## src/rtl/sme_feeder_if.sv

```systemverilog
// Byte-stream input and engine-side load bus of the string-matching feeder.
// The master drives the stream and the result strobe, and the slave (the feeder) drives the rest.
interface sme_feeder_if;
    logic       in_valid;
    logic       in_ready;
    logic       in_kind;
    logic       in_last;
    logic [7:0] in_data;
    logic [7:0] chardata;
    logic       isstring;
    logic       ispattern;
    logic       sme_valid;
    logic       busy;
    logic       err;

    modport master (
        output in_valid, in_kind, in_last, in_data, sme_valid,
        input  in_ready, chardata, isstring, ispattern, busy, err
    );

    modport slave (
        input  in_valid, in_kind, in_last, in_data, sme_valid,
        output in_ready, chardata, isstring, ispattern, busy, err
    );
endinterface

```

## src/rtl/sme_feeder.sv

```systemverilog
// Buffers one string and one pattern record from a tagged byte stream and replays them
// to the matching engine as back-to-back isstring/ispattern bursts, then waits for its result.
module sme_feeder #(
    parameter int STR_MAX = 32,
    parameter int PAT_MAX = 8
) (
    input  logic        clk,
    input  logic        reset,
    sme_feeder_if.slave bus
);

    localparam int SW  = $clog2(STR_MAX) + 1;
    localparam int PW  = $clog2(PAT_MAX) + 1;
    localparam int SAW = $clog2(STR_MAX);
    localparam int PAW = $clog2(PAT_MAX);
    localparam int IW  = (SW > PW) ? SW : PW;

    localparam logic [SW-1:0] SMAX = SW'(STR_MAX);
    localparam logic [PW-1:0] PMAX = PW'(PAT_MAX);

    typedef enum logic [2:0] {
        IDLE,
        FILL,
        PLAY_S,
        PLAY_P,
        GAP,
        WAIT
    } state_t;

    state_t        state;
    logic          cur_kind;
    logic [SW-1:0] slen;
    logic [PW-1:0] plen;
    logic [IW-1:0] idx;
    logic          str_new;

    logic [7:0]    chardata_q;
    logic          isstring_q;
    logic          ispattern_q;
    logic          in_ready_q;
    logic          busy_q;
    logic          err_q;

    logic [7:0]    strbuf [STR_MAX];
    logic [7:0]    patbuf [PAT_MAX];

    logic          accept;
    logic          first;
    logic          kind;
    logic [SW-1:0] s_wr;
    logic [PW-1:0] p_wr;
    logic          s_room;
    logic          p_room;
    logic          s_wen;
    logic          p_wen;
    logic [7:0]    pat_first;

    assign bus.chardata  = chardata_q;
    assign bus.isstring  = isstring_q;
    assign bus.ispattern = ispattern_q;
    assign bus.in_ready  = in_ready_q;
    assign bus.busy      = busy_q;
    assign bus.err       = err_q;

    // The first byte of a record restarts its kind's length, so the write slot is 0 then.
    assign accept = bus.in_valid & in_ready_q;
    assign first  = (state == IDLE);
    assign kind   = first ? bus.in_kind : cur_kind;
    assign s_wr   = first ? '0 : slen;
    assign p_wr   = first ? '0 : plen;
    assign s_room = (s_wr < SMAX);
    assign p_room = (p_wr < PMAX);
    assign s_wen  = accept & ~kind & s_room;
    assign p_wen  = accept & kind & p_room;

    // A one-byte pattern is still being written when playout starts, so forward it.
    assign pat_first = (p_wr == '0) ? bus.in_data : patbuf[0];

    // Buffer contents deliberately survive reset; only the lengths are cleared.
    always_ff @(posedge clk) begin
        if (s_wen) begin
            strbuf[s_wr[SAW-1:0]] <= bus.in_data;
        end
        if (p_wen) begin
            patbuf[p_wr[PAW-1:0]] <= bus.in_data;
        end
    end

    always_ff @(posedge clk or posedge reset) begin
        if (reset) begin
            state       <= IDLE;
            cur_kind    <= 1'b0;
            slen        <= '0;
            plen        <= '0;
            idx         <= '0;
            str_new     <= 1'b0;
            chardata_q  <= 8'h00;
            isstring_q  <= 1'b0;
            ispattern_q <= 1'b0;
            in_ready_q  <= 1'b1;
            busy_q      <= 1'b0;
            err_q       <= 1'b0;
        end else begin
            case (state)
                IDLE, FILL: begin
                    if (accept) begin
                        cur_kind <= kind;
                        if (!kind) begin
                            slen <= s_room ? s_wr + SW'(1) : s_wr;
                        end else begin
                            plen <= p_room ? p_wr + PW'(1) : p_wr;
                        end
                        if (kind ? !p_room : !s_room) begin
                            err_q <= 1'b1;
                        end
                        if (!bus.in_last) begin
                            state <= FILL;
                        end else if (!kind) begin
                            str_new <= 1'b1;
                            state   <= IDLE;
                        end else begin
                            in_ready_q <= 1'b0;
                            busy_q     <= 1'b1;
                            idx        <= IW'(1);
                            if (str_new) begin
                                state      <= PLAY_S;
                                chardata_q <= strbuf[0];
                                isstring_q <= 1'b1;
                            end else begin
                                state       <= PLAY_P;
                                chardata_q  <= pat_first;
                                ispattern_q <= 1'b1;
                            end
                        end
                    end
                end

                // idx always points at the next byte to present; byte 0 went out on entry.
                PLAY_S: begin
                    if (idx < IW'(slen)) begin
                        chardata_q <= strbuf[idx[SAW-1:0]];
                        idx        <= idx + IW'(1);
                    end else begin
                        isstring_q  <= 1'b0;
                        ispattern_q <= 1'b1;
                        chardata_q  <= patbuf[0];
                        idx         <= IW'(1);
                        str_new     <= 1'b0;
                        state       <= PLAY_P;
                    end
                end

                PLAY_P: begin
                    if (idx < IW'(plen)) begin
                        chardata_q <= patbuf[idx[PAW-1:0]];
                        idx        <= idx + IW'(1);
                    end else begin
                        ispattern_q <= 1'b0;
                        state       <= GAP;
                    end
                end

                GAP: begin
                    state <= WAIT;
                end

                WAIT: begin
                    if (bus.sme_valid) begin
                        state      <= IDLE;
                        in_ready_q <= 1'b1;
                        busy_q     <= 1'b0;
                    end
                end

                default: begin
                    state <= IDLE;
                end
            endcase
        end
    end

endmodule

```

## src/flat_wrapper.sv

```systemverilog
// flat-port wrapper written by rule: the top's interface ports become plain ports
module sme_feeder_flat 
#(
    parameter int STR_MAX = 32,
    parameter int PAT_MAX = 8
)
  (clk, reset, bus_in_valid, bus_in_kind, bus_in_last, bus_in_data, bus_sme_valid, bus_in_ready, bus_chardata, bus_isstring, bus_ispattern, bus_busy, bus_err);
  sme_feeder_if bus_i ();
  input  logic clk;
  input  logic reset;
  input wire logic [$bits(bus_i.in_valid)-1:0] bus_in_valid;
  input wire logic [$bits(bus_i.in_kind)-1:0] bus_in_kind;
  input wire logic [$bits(bus_i.in_last)-1:0] bus_in_last;
  input wire logic [$bits(bus_i.in_data)-1:0] bus_in_data;
  input wire logic [$bits(bus_i.sme_valid)-1:0] bus_sme_valid;
  output wire logic [$bits(bus_i.in_ready)-1:0] bus_in_ready;
  output wire logic [$bits(bus_i.chardata)-1:0] bus_chardata;
  output wire logic [$bits(bus_i.isstring)-1:0] bus_isstring;
  output wire logic [$bits(bus_i.ispattern)-1:0] bus_ispattern;
  output wire logic [$bits(bus_i.busy)-1:0] bus_busy;
  output wire logic [$bits(bus_i.err)-1:0] bus_err;
  assign bus_i.in_valid = bus_in_valid;
  assign bus_i.in_kind = bus_in_kind;
  assign bus_i.in_last = bus_in_last;
  assign bus_i.in_data = bus_in_data;
  assign bus_i.sme_valid = bus_sme_valid;
  assign bus_in_ready = bus_i.in_ready;
  assign bus_chardata = bus_i.chardata;
  assign bus_isstring = bus_i.isstring;
  assign bus_ispattern = bus_i.ispattern;
  assign bus_busy = bus_i.busy;
  assign bus_err = bus_i.err;
  sme_feeder #(.STR_MAX(STR_MAX), .PAT_MAX(PAT_MAX)) u_core (.clk(clk), .reset(reset), .bus(bus_i));
endmodule
```

## config.mk

```make
export PLATFORM = sky130hd
export DESIGN_NAME = sme_feeder_flat
export DESIGN_NICKNAME = d
export VERILOG_FILES = /design/src/rtl/sme_feeder_if.sv /design/src/rtl/sme_feeder.sv /design/src/flat_wrapper.sv
export SDC_FILE = /design/constraint.sdc
export NUM_CORES = 1
export LEC_CHECK = 0
export CAP_MARGIN = 10
export CELL_PAD_IN_SITES_DETAIL_PLACEMENT = 1
export CELL_PAD_IN_SITES_GLOBAL_PLACEMENT = 2
export CORE_AREA = 2 2 175 177
export CTS_CLUSTER_SIZE = 14
export DETAILED_ROUTE_END_ITERATION = 8
export DIE_AREA = 0 0 177 179
export PLACE_DENSITY_LB_ADDON = 0.3
export REMOVE_ABC_BUFFERS = 1
export SETUP_SLACK_MARGIN = 0.05
export SYNTH_ARGS = -nofsm -noshare
export SYNTH_HDL_FRONTEND = slang
export SYNTH_SLANG_ARGS = --single-unit
```

## constraint.sdc

```tcl
create_clock -name clk -period 4.19 [get_ports clk]
set_input_delay 0.838 -clock clk [delete_from_list [all_inputs] [get_ports clk]]
set_output_delay 0.838 -clock clk [all_outputs]
set_load 0.02 [all_outputs]
```

==> results.sh <==
export IMPL_ctsResizeCount=0
export IMPL_cp_slowest_cell="sky130_fd_sc_hd__nor2_1"
export IMPL_synth_adder_area_share_pct=1.25
export IMPL_power_density_cell_area_nw_per_um2=606
export IMPL_power_net_switching_w=0.00325
export IMPL_synth_top_family_by_area="multiplexers"
export IMPL_clk_latency_ns=0.52
export IMPL_synth_compound_area_share_pct=6.45
export IMPL_p_leak_nw=5.51
export IMPL_worst_hold_slack_ns=0.495
export IMPL_syn_area_um2=15000
export IMPL_critical_path_endpoint_type="flop"
export IMPL_drtIter0Drc=875
export IMPL_ys_seq_area_share_pct=69.9
export IMPL_yosys_area_share_simple_pct=7.05
export IMPL_global_routing_usage_summed_across_all_routing_layers_pct=27.4
export IMPL_finalNetCount=1000
export IMPL_slew_limit_headroom_pct=26.8
export IMPL_cp_cell_sequence="or3_1 > nand2_1 > inv_1 > ha_1 > nand2_1 > nor2_1"
export IMPL_data_arrival_critical_path_ns=3.67
export IMPL_postSynthRegisterBits=354
export IMPL_tritoncts="done"
export IMPL_drcViolationCount=0
export IMPL_p_int_w=0.00705
export IMPL_timing_final_crit_period_ns=3.53
export IMPL_synthDominantCellAreaShare_pct=64.2
export IMPL_fmaxAchievable_ghz=0.283
export IMPL_holdBufCountCts=0
export IMPL_route_final_wire_length_mm=41.6
export IMPL_skew_ns=0.0146
export IMPL_detailroute_via_count=8783
export IMPL_clockBufferDepth=3
export IMPL_fp_dieH_um=179
export IMPL_cp_data_required_time_ns=4.33
export IMPL_maximum_number_of_pins_on_one_net_before_global_route_repair=41
export IMPL_area_growth_synth_to_final_pct=13.6
export IMPL_critical_path_most_common_cell="sky130_fd_sc_hd__nand2_1"
export IMPL_post_cts_setup_buffers=0
export IMPL_power_switching_fraction_pct=31.5
export IMPL_setup_violations=0
export IMPL_final_common_cell="sky130_fd_sc_hd__edfxtp_1"
export IMPL_asyncSetResetFlopFracSynth_pct=9.60
export IMPL_setup_repair_after_global_routing_missed_its_margin="false"
export IMPL_fp_dieW_um=177
export IMPL_power_combinational_fraction_pct=25.2
export IMPL_cts_clk_slew_worst_paths_ns=0.06
export IMPL_via_count_of_the_first_global_routing_pass=9112
export IMPL_path_class="reg2reg"
export IMPL_synthesis_area_per_instance_um2=16.3
export IMPL_design_die_area_um2=31700
export IMPL_clockPowerShare_pct=32.3
export IMPL_number_of_buffers_added_by_the_clock_tree_synthesis_step=38
export IMPL_n_fill_cell=2760
export IMPL_fraction_of_power_consumed_by_sequential_logic_pct=42.5
export IMPL_finalHoldViolCount=0
export IMPL_synth_cell_type_count=62
export IMPL_slew_viol_final=0
export IMPL_antenna_found_initial=0
export IMPL_placement_io_buffers=26
export IMPL_half_perimeter_wire_length_after_detailed_placement_mm=28.1
export IMPL_power_ir_vdd_worst_v=0.000415
export IMPL_fp_coreArea_um2=30000
export IMPL_yosys_warn_count=0
export IMPL_cts_htree_levels=2
export IMPL_final_period_utilization_pct=84.2
export IMPL_ioPinCount=27
export IMPL_post_drt_via_cell_ratio=6.30
export IMPL_insertedDiodeCount=0
export IMPL_routabilityCongestion=0.811
export IMPL_grt_remaining_overflow=0
export IMPL_tightest_slew_ns=1.10
export IMPL_drtAntennaViolNets=0
export IMPL_minimum_setup_slack_after_placement_ns=0.711
export IMPL_cts_num_sinks=354
export IMPL_placementRows=64
export IMPL_status="finished, final reports clean"
export IMPL_netlist_instances=919
export IMPL_post_synthesis_mux_area_share_pct=13.0
export IMPL_post_route_worst_setup_slack_ns=0.662
export IMPL_final_layout_size_suffix_gt1_share_pct=18.9
export IMPL_final_cell_mix="320 x sky130_fd_sc_hd__edfxtp_1, 76 x sky130_fd_sc_hd__nor2_1, 68 x sky130_fd_sc_hd__mux4_2"
export IMPL_crit_path_start_kind="flop"
export IMPL_synthFlopType="sky130_fd_sc_hd__edfxtp_1"
export IMPL_min_delay_path_class="reg2reg"
export IMPL_crit_path_max_fanout=17
export IMPL_synth_xor_xnor_area_share_pct=0.0585
export IMPL_clock_tree_root_cell="sky130_fd_sc_hd__clkbuf_16"
export IMPL_wl_per_cell_um=29.8
export IMPL_finalPower_w=0.0103
export IMPL_detail_route_first_pass_iterations=5
export IMPL_synth_top_cell_by_area="sky130_fd_sc_hd__edfxtp_1"
export IMPL_wire_length_of_the_first_global_routing_pass_mm=61.8
export IMPL_synth_top_cells_by_area="sky130_fd_sc_hd__edfxtp_1 64%, sky130_fd_sc_hd__mux4_2 10%, sky130_fd_sc_hd__dfrtp_1 5.5%"
export IMPL_delay_contributed_by_the_slowest_stage_of_the_critical_path_ns=0.74
export IMPL_multi_input_area_um2=4170
export IMPL_cap_viol_max_count=0
export IMPL_initial_utilization_pct=49.8
export IMPL_synth_edff_count=320
export IMPL_post_route_util_pct=56.6
export IMPL_sequential_cell_area_um2=10500
## through the flow
stage          instance area [um2]  instances  TNS [ns]
6_report                     17000       1394         0
5_1_grt                      17000       1394         0
4_1_cts                      17000       1394         0
3_5_place_dp                 15800       1327         0
3_3_place_gp                 15800       1327         0
2_1_floorplan                14700        867     -3.79
## path summary, 6_finish.rpt
check | to | start | depth (start not counted) | slack, ns
worst min-delay path | u_core.bus.err | u_core.bus.err | 1 | 0.49
min in group asynchronous | u_core.bus.busy | reset | 2 | 0.91
worst min register to register | u_core.bus.err | u_core.bus.err | 1 | 0.49
worst max-delay path | u_core.strbuf[23][2] | u_core.state[1] | 6 | 0.66
max in group asynchronous | u_core.idx[0] | reset | 2 | 2.48
worst max register to register | u_core.strbuf[23][2] | u_core.state[1] | 6 | 0.66
## cell type report
class                   instances  area share, %
well taps                     396           2.92
inverters                      21          0.464
clock inverters                22           1.27
flip-flops and latches        354           61.6
repair buffers                 64           3.28
multi-input cells             492           24.5
clock buffers                  45           5.93
## registers in the layout (all words and copies together) (netlist names), 3 cells and up
| name | flops |
|---|---|
| u_core.slen | 6 |
| u_core.strbuf | 256 |
| u_core.bus.chardata | 8 |
| u_core.idx | 6 |
| u_core.plen | 4 |
| u_core.state | 3 |
| u_core.patbuf | 64 |
## power by group through the flow
| stage | logic [W] | clock network [W] | registers (W) |
|---|---|---|---|
| final | 0.00260 | 0.00332 | 0.00437 |
| after global routing | 0.00282 | 0.00351 | 0.00441 |
| after CTS | 0.00260 | 0.00338 | 0.00438 |
| after detailed placement | 0.00258 | 0 | 0.00445 |
| after global placement | 0.00253 | 0 | 0.00444 |
| after floorplan | 0.00149 | 0 | 0.00450 |
## per-layer routing
layer / vias up / wire, um / GRT usage [%] / part of all wire, %
met5: - / 0 / 0 / 0
met3: 94 / 2980 / 5.43 / 7.2
met2: 363 / 19500 / 43.1 / 47
met1: 4564 / 17500 / 37.8 / 42
li1: 3762 / - / - / -
met4: 0 / 1680 / 10.8 / 4.0
## cells in the mapped netlist (6+ instances only)
library cell,instances
sky130_fd_sc_hd__o22ai_1,6
sky130_fd_sc_hd__nand2_1,44
sky130_fd_sc_hd__edfxtp_1,320
sky130_fd_sc_hd__a21oi_1,35
sky130_fd_sc_hd__clkbuf_1,21
sky130_fd_sc_hd__nand4_1,8
sky130_fd_sc_hd__dfrtp_1,33
sky130_fd_sc_hd__nand3_1,40
sky130_fd_sc_hd__nor4_1,7
sky130_fd_sc_hd__mux2i_1,32
sky130_fd_sc_hd__buf_4,6
sky130_fd_sc_hd__nor2b_1,16
sky130_fd_sc_hd__a22oi_1,11
sky130_fd_sc_hd__ha_1,15
sky130_fd_sc_hd__inv_1,21
sky130_fd_sc_hd__mux2_2,6
sky130_fd_sc_hd__a31oi_1,8
sky130_fd_sc_hd__nor3_1,10
sky130_fd_sc_hd__mux4_2,68
sky130_fd_sc_hd__a211oi_1,14
sky130_fd_sc_hd__nor2_1,76
sky130_fd_sc_hd__o21ai_0,30
sky130_fd_sc_hd__buf_2,19
## worst max-delay path, delay by kind of cell (launching register included)
family | cells | cell delay, ns
buf+inv | 1 | 0.15
simple gates | 4 | 2.09
flops | 1 | 0.66
fa+ha+maj | 1 | 0.24
## logic make-up after synthesis
kind of cell / Yosys count
compound gates: 145
mux: 107
flops: 354
fa+ha+maj: 15
simple gates: 224
buf+inv: 73
xor+xnor: 1
Note: power is estimated with default switching activity, not from simulation.
